==> src/rtl/auv_csru.sv <==
// auv_csru: EX-stage CSR unit doing read-modify-write accesses over the CSR bus.
// Ports: clk/rst_n; csr_req/csr_op/csr_addr/csr_wdata/rd_nz/rs1_nz/flush from EX;
// stall/done/csr_rdata/exc_illegal_inst_csr back to the pipeline;
// cbus_sel/cbus_adr/cbus_dat_wr/cbus_rd/cbus_wr strobes out, cbus_dat_rd/cbus_ack in.
module auv_csru #(
  parameter logic [11:0] CBUS_BASE   = 12'h300,
  parameter int          ACK_TIMEOUT = 3
) (
  input  logic        clk,
  input  logic        rst_n,
  input  logic        csr_req,
  input  logic [1:0]  csr_op,
  input  logic [11:0] csr_addr,
  input  logic [31:0] csr_wdata,
  input  logic        rd_nz,
  input  logic        rs1_nz,
  input  logic        flush,
  output logic        stall,
  output logic        done,
  output logic [31:0] csr_rdata,
  output logic        exc_illegal_inst_csr,
  output logic        cbus_sel,
  output logic [6:0]  cbus_adr,
  output logic [31:0] cbus_dat_wr,
  output logic        cbus_rd,
  output logic        cbus_wr,
  input  logic [31:0] cbus_dat_rd,
  input  logic        cbus_ack
);
  typedef enum logic [2:0] {IDLE, RD_REQ, RD_WAIT, WR_REQ, WR_WAIT, DONE, ERR} state_t;
  localparam logic [3:0] TO = 4'(ACK_TIMEOUT);
  state_t state, state_nx;
  logic [3:0] cnt, cnt_nx;
  logic [31:0] old_q, old_nx, new_q, new_nx, mod_val;
  logic mapped, is_rw, need_rd, need_wr, timeout;
  assign mapped  = csr_addr[11:7] == CBUS_BASE[11:7];
  assign is_rw   = ~csr_op[1];
  assign need_rd = rd_nz | ~is_rw;
  assign need_wr = is_rw | rs1_nz;
  assign timeout = cnt + 4'd1 == TO;
  assign mod_val = is_rw ? csr_wdata : csr_op[0] ? cbus_dat_rd & ~csr_wdata : cbus_dat_rd | csr_wdata;
  always_comb begin
    state_nx = state;
    cnt_nx   = cnt;
    old_nx   = old_q;
    new_nx   = new_q;
    case (state)
      IDLE: if (csr_req && !flush) begin
        old_nx   = '0;
        new_nx   = csr_wdata;
        state_nx = !mapped ? ERR : need_rd ? RD_REQ : WR_REQ;
      end
      RD_REQ: begin
        cnt_nx   = '0;
        state_nx = flush ? IDLE : RD_WAIT;
      end
      RD_WAIT: if (flush) state_nx = IDLE;
      else if (cbus_ack) begin
        old_nx   = cbus_dat_rd;
        new_nx   = mod_val;
        state_nx = need_wr ? WR_REQ : DONE;
      end else begin
        cnt_nx   = cnt + 4'd1;
        state_nx = timeout ? ERR : RD_WAIT;
      end
      WR_REQ: begin
        cnt_nx   = '0;
        state_nx = WR_WAIT;
      end
      WR_WAIT: if (cbus_ack) state_nx = DONE;
      else begin
        cnt_nx   = cnt + 4'd1;
        state_nx = timeout ? ERR : WR_WAIT;
      end
      default: state_nx = IDLE;
    endcase
  end
  always_ff @(posedge clk or negedge rst_n)
    if (!rst_n) begin
      state <= IDLE;
      cnt   <= '0;
      old_q <= '0;
      new_q <= '0;
    end else begin
      state <= state_nx;
      cnt   <= cnt_nx;
      old_q <= old_nx;
      new_q <= new_nx;
    end
  // rst_n gates stall so every output is low while reset is held, even with csr_req high
  assign stall = rst_n & ((state == IDLE & csr_req & ~flush) | state inside {RD_REQ, RD_WAIT, WR_REQ, WR_WAIT});
  assign done                 = state == DONE;
  assign exc_illegal_inst_csr = state == ERR;
  assign csr_rdata            = done ? old_q : '0;
  assign cbus_rd              = state == RD_REQ;
  assign cbus_wr              = state == WR_REQ;
  assign cbus_sel             = cbus_rd | cbus_wr;
  assign cbus_dat_wr          = cbus_wr ? new_q : '0;
  assign cbus_adr             = cbus_sel ? csr_addr[6:0] : '0;
endmodule
==> config.mk <==
export PLATFORM = sky130hd
export DESIGN_NAME = auv_csru
export DESIGN_NICKNAME = d
export VERILOG_FILES = /design/src/rtl/auv_csru.sv
export SDC_FILE = /design/constraint.sdc
export NUM_CORES = 1
export LEC_CHECK = 0
export CAP_MARGIN = 20
export CORE_MARGIN = 2
export CORE_UTILIZATION = 25
export DETAILED_ROUTE_END_ITERATION = 8
export PLACE_DENSITY = 0.59
export SLEW_MARGIN = 20
export SYNTH_ARGS = -nofsm -noshare
export SYNTH_HDL_FRONTEND = slang
export SYNTH_SLANG_ARGS = --single-unit
==> constraint.sdc <==
create_clock -name clk -period 2 [get_ports clk]
set_input_delay 0.3 -clock clk [delete_from_list [all_inputs] [get_ports clk]]
set_output_delay 0.3 -clock clk [all_outputs]
set_load 0.01 [all_outputs]
; ---- Word level (Yosys, flattened, before mapping)
; Cells that the tools add are included.
[word_totals]
reg_bits = 71
in_bits = 85
output_inout_bits = 77
elab_cells = 64
[classes]
add_sub_neg = 1
n_eq_ne = 11
mux = 27
bitwise_logic = 12
reduce_logical = 9
[op_table]
columns = operator, count
row1 = $mux 32, 10
row2 = $pmux 32 s2, 2
row3 = $and 32x32->32, 1
row4 = $not 32->32, 1
row5 = $or 32x32->32, 1
row6 = $mux 3, 6
row7 = $pmux 3 s5, 1
row8 = $pmux 4 s3, 1
row9 = $eq 3x3->1 const B, 3
row10 = $mux 2, 4
row11 = $mux 4, 2
row12 = $mux 7, 1
row13 = $eq 3x2->1 const B, 2
row14 = $ne 2x2->1 const B, 3
row15 = $eq 5x3->1 const B, 1
row16 = $add 4x1->4 const B, 1
row17 = $eq 4x2->1 const B, 1
row18 = $or 1x1->1, 4
row19 = $reduce_and 4->1, 1
row20 = $reduce_bool 4->1, 1
row21 = $and 1x1->1, 3
row22 = $eq 3x1->1 const B, 1
row23 = $logic_not 3->1, 1
row24 = $reduce_bool 3->1, 1
row25 = 6 further kinds, 7

; ---- Logic depth before layout (Yosys ltp)
; Gate-level depths: netlist (run 1).
[logic_depth]
depth_word = 7
mapped_depth = 8
mapped_depth_nobuf = 5

; ---- Worst setup path after synthesis (run 1)
; Ideal clock, no wire load.
[synth_path]
path_kind = register to output
startpoint = register state[0]
endpoint = output port csr_rdata[22]
arrival_time_ns = 1.393
path_slack_ns = 0.307
path_stages_with_launch = 6
path_buffers = 2
path_cell_list = dfrtp_1 clkbuf_1 nand2_1 nor2_1 clkbuf_1 and2_1
[synth_via]
elab_chain_cells = 2
[synth_rtl]
columns = element, line_no
row1 = from (decl), 32  ; state_t state, state_nx;
row2 = from (signal assigned), 85  ; state <= state_nx;
row3 = $eq 3x3->1, 92  ; assign done = state == DONE;
row4 = net done, 19  ; output logic done,
row5 = $mux 32, 94  ; assign csr_rdata = done ? old_q : '0;
row6 = to (decl), 20  ; output logic [31:0] csr_rdata,
; The timed path passes the listed nets, and every way through them passes these cells.

; ---- Worst setup path after layout (run 1)
[layout_path]
startpoint = register state[2]
endpoint = output port stall
[layout_via]
elab_chain_cells = 5
word_cells_on_any_way = 10
classes_between = eq/ne (4) / bitwise (4) / reduce/logical (2)
[layout_rtl]
columns = element, line_no
row1 = $logic_not 3->1, 91  ; assign stall = rst_n & ((state == IDLE & csr_req & ~flush) | state inside {RD_REQ, RD_WAIT, WR_REQ, WR_WAIT});
row2 = $and 1x1->1 (2 in series), 91
row3 = $or 1x1->1 (*), 91
row4 = $and 1x1->1 (*), 91
row5 = to (decl), 18  ; output logic stall,
; Every way passes the cells marked *; elsewhere a longest branch is shown, timed or not.

==> parameters.txt, run 1 <==
Parameter                              Value

Setup path
  CP arrival ... around 1.7 ns
  Worst flop-to-flop path startpoint ... state[2]$_DFFE_PN0N_
  Path type of the worst setup path ... flop to primary output
  Max incr delay on CP ... roughly 0.48 ns
  Startpoint types ... flop
  Largest delay contributor family on the critical path ... simple AND/OR/NAND/NOR gates
  Required time of the critical path ... 1.70 ns
  Cell breakdown of the critical path ... buf_4, or4_4, and3_1, buf_2
  Number of buffers and inverters on the critical path ... 2
  Cell with the biggest individual delay on the critical path ... sky130_fd_sc_hd__or4_4
  Type of element capturing the critical path ... primary output
  Critical Path Start ... state[2]$_DFFE_PN0N_
  Critical path fanouts, max ... 3

Global routing
  Global router's overall resource usage ... 0.144
  Largest net degree at the start of global routing ... around 70
  Grt ovf ... 0
  Number of global-route vias before repair ... just under 4000
  Number of antenna violations at the first check in global routing ... 0
  Global-route wire length before repair ... roughly 20000 um

Logic synthesis
  Number of enable flip-flop cells after synthesis ... 0
  Number of warnings printed during yosys synthesis ... 0
  Largest cells by area after synthesis ... sky130_fd_sc_hd__dfrtp_1 (44%), sky130_fd_sc_hd__a211oi_2 (9.8%), sky130_fd_sc_hd__and2_1 (6.3%)
  Post-synthesis average cell area ... 9.42 um2
  Instance count of the mapped netlist ... 433
  Primary flip-flop cell chosen by synthesis mapping ... sky130_fd_sc_hd__dfrtp_1
  Register bit total from synthesis ... 71
  Unique masters post-synth ... 38
  Area of the mapped netlist ... 4080 um2
  Most repeated cell in the gate-level netlist after synthesis ... sky130_fd_sc_hd__dfrtp_1
  Area share of the largest cell type after synthesis ... 0.436
  Share of synthesized flip-flops with an asynchronous set or reset ... 1.00
  Net count after synthesis ... 520
  Sequential cell area fraction in the yosys report ... 0.436
  Cell type contributing the most total cell area after synthesis ... sky130_fd_sc_hd__dfrtp_1
  Top post-synthesis cells by count ... sky130_fd_sc_hd__dfrtp_1 (71), sky130_fd_sc_hd__nand2_1 (68), sky130_fd_sc_hd__and2_1 (41)

Place
  GP Congestion ... 0.781
  Port Buffers ... 161
  Detailed Place HPWL ... 9120 um
  Placed instance count ... 790

Layout
  Layout cells sized above 1 ... 0.202
  Area taken by multi-input logic gates ... 2090 um2
  Area Overhead vs Synth ... 53.1%
  Final net count ... about 680
  Storage cell area ... 1780 um2
  Number of antenna cells inserted ... 0
  Finished Layout Cells ... 815
  FILL cells ... 1627
  Core Util, Final ... 0.393

Clock tree
  Bufs on Longest Clock Path ... 2
  Depth of the CTS H-tree ... 3
  Number of buffers inserted by hold repair at cts ... 0
  Clock insertion delay at the later pin of the skew report ... 0.32 ns
  TritonCTS clock tree ... yes
  Clock slew seen by the registers of the worst setup and hold paths ... 0.06 ns
  Clock buffer count from CTS ... 9
  Cell chosen for the clock root ... sky130_fd_sc_hd__clkbuf_16
  Sinks on Clock Net ... 71

Power
  Total power after layout ... 6.64 mW
  Switching component of the power ... 2.28 mW
  Share of total power in sequential cells ... 0.372
  Switching share of total power ... 0.344
  Cell-internal power ... 4.35 mW
  Clock power share ... 0.248
  Maximum VDD drop ... 0.000423 V
  Power density over the cells ... ~1100 nW/um2
  Leak ... about 3.3 nW
  Gate power share ... 0.381

Timing
  Number of hold-slack violations in the final timing report ... 0
  RSZ-0062 raised after global routing ... true
  Final min period ... roughly 2.0 ns
  Max Transition Viols Final ... 0
  Slew at the pin with the worst max-slew slack ... 0.492 ns
  Worst slew slack as a fraction of its limit ... 0.672
  Final number of setup-violating endpoints ... 1
  Maximum clock rate ... 500 MHz
  Slack of the critical path ... -0.000391 ns
  Setup clock skew after layout ... 0.00611 ns
  Final clock period utilization by the worst path ... 1.00

Detailed routing
  Drt total wl ... 12500 um
  Pre-antenna DRT Iters ... 4
  Number of remaining DRC errors ... 0
  Post-DRT Antenna Nets ... 0
  Overall via count from detail_route ... 3781
  Via-to-Cell Ratio ... 4.64
  Routed wirelength normalized by instance count ... roughly 15 um
  Detailed Route Iter0 Violations ... between 150 and 200

Floorplan
  Effective utilization at floorplan ... 0.257
  Floorplan die area ... roughly 17000 um2
  Total I/O pin count ... 162
  Die Height ... about 130 um
  Site Rows ... 46
  Width of the die ... 132 um
  Core area ... about 16000 um2

Outcome
  Violations in the final reports ... negative setup slack
  Result of the run ... finished, violations left

Worst hold path
  Path type of the worst min-delay path ... primary input to async pin

Job
  Max Cap Violations ... 0
[routing by layer]
layer | share of wire | vias to the layer above | GRT usage
met3 | 0.057 | 6 | 0.0370
li1 | - | 1839 | -
met1 | 0.45 | 1813 | 0.185
met4 | 0.0072 | 0 | 0.0350
met2 | 0.49 | 123 | 0.243
met5 | 0 | - | 0
[cells by family (layout without fill, tap and decap cells)]
logic type | Yosys count | count (layout) | synth area share
simple gates | 170 | 170 | 0.222
compound gates | 143 | 143 | 0.264
flops | 71 | 71 | 0.436
buf+inv | 43 | 209 | 0.0632
xor+xnor | 3 | 3 | 0.00644
fa+ha+maj | 2 | 2 | 0.00614
mux | 1 | 1 | 0.00245
[area by class of cell]
type,instances,share of cell area
clock inverter,2,0.00601
tap,216,0.0433
inverter,2,0.00120
sequential,71,0.285
multi-input combinational,319,0.335
timing repair buffer,191,0.286
clock buffer,14,0.0439
[timing repair]
action	CTS	global route
setup buffers	6	3
endpoints found under the setup margin	77	55
pin swaps	0	1
gates resized for setup	109	62
[worst register-to-register path: cells and delay by family, from the launching register on]
| kind | cells | cell delay (ns) |
|---|---|---|
| compound gates | 3 | 0.45 |
| buf+inv | 3 | 0.62 |
| flops | 1 | 0.43 |
| simple gates | 1 | 0.34 |
[cells in the final DEF, fill, tap and decap left out, types with 20 or more instances in the layout]
cell type	count
sky130_fd_sc_hd__a211oi_2	32
sky130_fd_sc_hd__a21o_1	32
sky130_fd_sc_hd__a21oi_1	34
sky130_fd_sc_hd__and2_1	40
sky130_fd_sc_hd__and3_1	33
sky130_fd_sc_hd__clkbuf_2	20
sky130_fd_sc_hd__clkdlybuf4s50_1	83
sky130_fd_sc_hd__dfrtp_1	70
sky130_fd_sc_hd__dlygate4sd2_1	25
sky130_fd_sc_hd__nand2_1	67
sky130_fd_sc_hd__o21ai_1	20
[stage by stage]
stage / setup slack, ns / instance area (um2) / setup TNS (ns) / hold slack [ns]
finish: -0.000391 / 6240 / -0.000391 / 0.0512
global route: -0.0567 / 6240 / -0.138 / 0.0962
CTS: -0.194 / 6240 / -2.73 / 0.0736
detailed placement: -0.235 / 5970 / -1.65 / 0.427
global placement: -0.202 / 5970 / -0.820 / 0.416
floorplan: 0.307 / 4080 / 0 / 0.00441
[state kept, by name, indices dropped and copies added (netlist names)]
name / count
cnt: 4
new_q: 32
old_q: 32
state: 3
[final timing paths]
path,slack (ns),depth (start not counted),end
max,-0.0004,4,stall
max in group asynchronous,1.05,3,state[0]$_DFFE_PN0N_
max reg2reg,0.10,7,new_q[9]$_DFFE_PN0P_
min in group clk,0.47,1,new_q[13]$_DFFE_PN0P_
min,0.05,2,old_q[13]$_DFFE_PN0P_
min reg2reg,0.47,1,new_q[13]$_DFFE_PN0P_
[power groups by stage]
| stage | sequential, mW | clock [mW] | combinational (mW) |
|---|---|---|---|
| final | 2.47 | 1.64 | 2.53 |
| after global routing | 2.55 | 1.75 | 2.81 |
| after CTS | 2.46 | 1.69 | 2.53 |
| after detailed placement | 2.48 | 0 | 2.50 |
| after global placement | 2.44 | 0 | 2.41 |
| after floorplan | 2.35 | 0 | 1.65 |
(Power assumes the default switching activity.)
==> run 2: changes to the inputs <==
- CELL_PAD_IN_SITES_DETAIL_PLACEMENT: default -> 2
- CELL_PAD_IN_SITES_GLOBAL_PLACEMENT: default -> 2
- PLACE_DENSITY: 0.59 -> 0.88
==> parameters.txt, run 2 (synthesis results as in run 1) <==
Parameter                              Value

Outcome
  Result of the run ... finished, violations left
  Violations in the final reports ... negative setup slack

Floorplan
  Site Rows ... 46 (unchanged)
  Floorplan die area ... 17300 um2 (unchanged)
  Total I/O pin count ... 162 (unchanged)
  Core area ... 15900 um2 (unchanged)
  Width of the die ... 132 um (unchanged)
  Die Height ... 132 um (unchanged)
  Effective utilization at floorplan ... 0.257 (unchanged)

Place
  Detailed Place HPWL ... 11000 um (+20%)
  GP Congestion ... 0.804 (+2.8%)
  Port Buffers ... 161 (unchanged)
  Post-placement cell area ... 5970 um2 (about the same)

Layout
  Final net count ... 688 (+1.0%)
  Leading cell type in the layout, fill and taps excluded ... sky130_fd_sc_hd__clkdlybuf4s50_1
  Storage cell area ... 1780 um2 (about the same)
  Biggest regs ... new_q (32), old_q (32), cnt (4)
  Area Overhead vs Synth ... 54.8%
  Area taken by multi-input logic gates ... 2100 um2 (+0.48%)
  Final non-filler cell area ... 6310 um2 (+1.2%)
  Layout cells sized above 1 ... 0.233 (+0.0307)
  Number of antenna cells inserted ... 0 (unchanged)
  Core Util, Final ... 0.397 (+0.00457)
  FILL cells ... 1735 (+6.6%)
  Leading cell types in the layout, fill and taps excluded ... sky130_fd_sc_hd__clkdlybuf4s50_1 (83), sky130_fd_sc_hd__dfrtp_1 (69), sky130_fd_sc_hd__nand2_1 (68)

Timing
  Accumulated negative setup slack ... -0.113 ns (-0.112 ns)
  Slew at the pin with the worst max-slew slack ... 0.511 ns (+0.0187 ns)
  Worst slew slack as a fraction of its limit ... 0.660 (-0.0125)
  Final clock period utilization by the worst path ... 1.06 (+0.0562)
  Slack of the critical path ... -0.113 ns (-0.112 ns)
  Setup clock skew after layout ... 0.00827 ns (+0.00216 ns)
  Maximum clock rate ... 473 MHz (-5.3%)
  Max Transition Viols Final ... 0 (unchanged)
  RSZ-0062 raised after global routing ... true
  Final min period ... 2.11 ns (+0.112 ns)
  Number of hold-slack violations in the final timing report ... 0 (unchanged)
  Min Hold Slack ... 0.0743 ns (+0.0231 ns)
  Final number of setup-violating endpoints ... 1 (unchanged)

Detailed routing
  Via-to-Cell Ratio ... 4.88 (+5.2%)
  Post-DRT Antenna Nets ... 0 (unchanged)
  Pre-antenna DRT Iters ... 4 (unchanged)
  Drt total wl ... 16300 um (+30%)
  Overall via count from detail_route ... 4011 (+6.1%)
  Number of remaining DRC errors ... 0 (unchanged)
  Detailed Route Iter0 Violations ... 142 (-18%)
  Routed wirelength normalized by instance count ... 19.8 um (+29%)

Setup path
  Required time of the critical path ... 1.70 ns (about the same)
  CP arrival ... 1.81 ns (+0.11 ns)
  Critical path fanouts, max ... 4 (+1)
  Path type of the worst setup path ... flop to primary output
  Startpoint types ... flop
  Type of element capturing the critical path ... primary output

Worst hold path
  Path type of the worst min-delay path ... primary input to async pin

Job
  Max Cap Violations ... 0 (unchanged)

Global routing
  Global router's overall resource usage ... 0.178 (+0.0336)
  Number of antenna violations at the first check in global routing ... 0 (unchanged)
  Global-route wire length before repair ... 24700 um (+21%)
  Number of global-route vias before repair ... 4527 (+14%)
  Grt ovf ... 0 (unchanged)
  Largest net degree at the start of global routing ... 69 (unchanged)

Clock tree
  Clock slew seen by the registers of the worst setup and hold paths ... 0.06 ns (about the same)
  Number of buffers inserted by hold repair at cts ... 0 (unchanged)
  TritonCTS clock tree ... yes
  Bufs on Longest Clock Path ... 2 (unchanged)
  Cell chosen for the clock root ... sky130_fd_sc_hd__clkbuf_16
  Clock insertion delay at the later pin of the skew report ... 0.33 ns (about the same)
  Depth of the CTS H-tree ... 3 (unchanged)
  Sinks on Clock Net ... 71 (unchanged)
  Clock buffer count from CTS ... 9 (unchanged)

Power
  Cell-internal power ... 4.56 mW (+4.8%)
  Power density over the cells ... 1130 nW/um2 (+6.0%)
  Leak ... 3.15 nW (-4.1%)
  Maximum VDD drop ... 0.000467 V (+11%)
  Switching share of total power ... 0.359 (+0.0152)
  Clock power share ... 0.248 (about the same)
  Total power after layout ... 7.12 mW (+7.3%)
  Share of total power in sequential cells ... 0.350 (-0.022)
  Switching component of the power ... 2.56 mW (+12%)
  Gate power share ... 0.401 (+0.020)
[run 2: changes by cell type in the layout (fill, tap and decap cells not counted), sizes merged]
cell	change
clkbuf	+25
dlymetal6s2s	-10
buf	-9
clkdlybuf4s15	+6
dlygate4sd2	-6
bufinv	+1
clkinv	+1
clkinvlp	-1
[run 2: per-layer routing]
metal / part of all wire / track usage
met1: 0.43 / 0.213
met2: 0.51 / 0.317
met5: 0 / 0
met4: 0.019 / 0.0616
met3: 0.043 / 0.0374
[run 2: what timing repair did]
item                                    4_1_cts  5_1_grt
cloned                                        0        5
endpoints found under the setup margin       77       88
resized for setup                            78      110
buffers inserted                              2        8
pin swaps                                     0        4
[run 2: final cells by class]
| class | count | area share |
|---|---|---|
| Inverter | 2 | 0.00119 |
| Multi-Input combinational cell | 319 | 0.332 |
| Timing Repair Buffer | 198 | 0.290 |
| Clock buffer | 13 | 0.0412 |
| Tap cell | 216 | 0.0428 |
| Clock inverter | 3 | 0.0103 |
| Sequential cell | 71 | 0.282 |
[run 2: critical path, stage by stage (launching register included)]
cell and delay, ns:
sky130_fd_sc_hd__dfrtp_2 0.44, sky130_fd_sc_hd__or4_1 0.57, sky130_fd_sc_hd__and3_1 0.19, sky130_fd_sc_hd__dlygate4sd2_1 0.28
[run 2: power groups by stage]
stage | clock (mW) | sequential (mW) | combinational, mW
final | 1.77 | 2.49 | 2.86
after detailed placement | 0 | 2.51 | 2.60
after global routing | 1.88 | 2.58 | 3.15
after floorplan | 0 | 2.35 | 1.65
after CTS | 1.82 | 2.50 | 2.63
after global placement | 0 | 2.44 | 2.42
[run 2: path summary, 6_finish.rpt]
path	start	slack, ns	cells after the start	to
setup / recovery	state[1]$_DFFE_PN0N_	-0.11	3	stall
hold / removal	rst_n	0.07	2	old_q[8]$_DFFE_PN0P_
setup reg to reg	state[2]$_DFFE_PN0N_	0.06	6	new_q[2]$_DFFE_PN0P_
max in group asynchronous	rst_n	1.00	3	state[2]$_DFFE_PN0N_
min in group clk	new_q[15]$_DFFE_PN0P_	0.47	1	new_q[15]$_DFFE_PN0P_
hold reg to reg	new_q[15]$_DFFE_PN0P_	0.47	1	new_q[15]$_DFFE_PN0P_
[run 2: metrics by stage]
stage                     instances  setup slack, ns
after floorplan                 433            0.307
after global placement          792           -0.199
after detailed placement        792           -0.232
after CTS                       810           -0.227
after global routing            822           -0.132
final                           822           -0.113
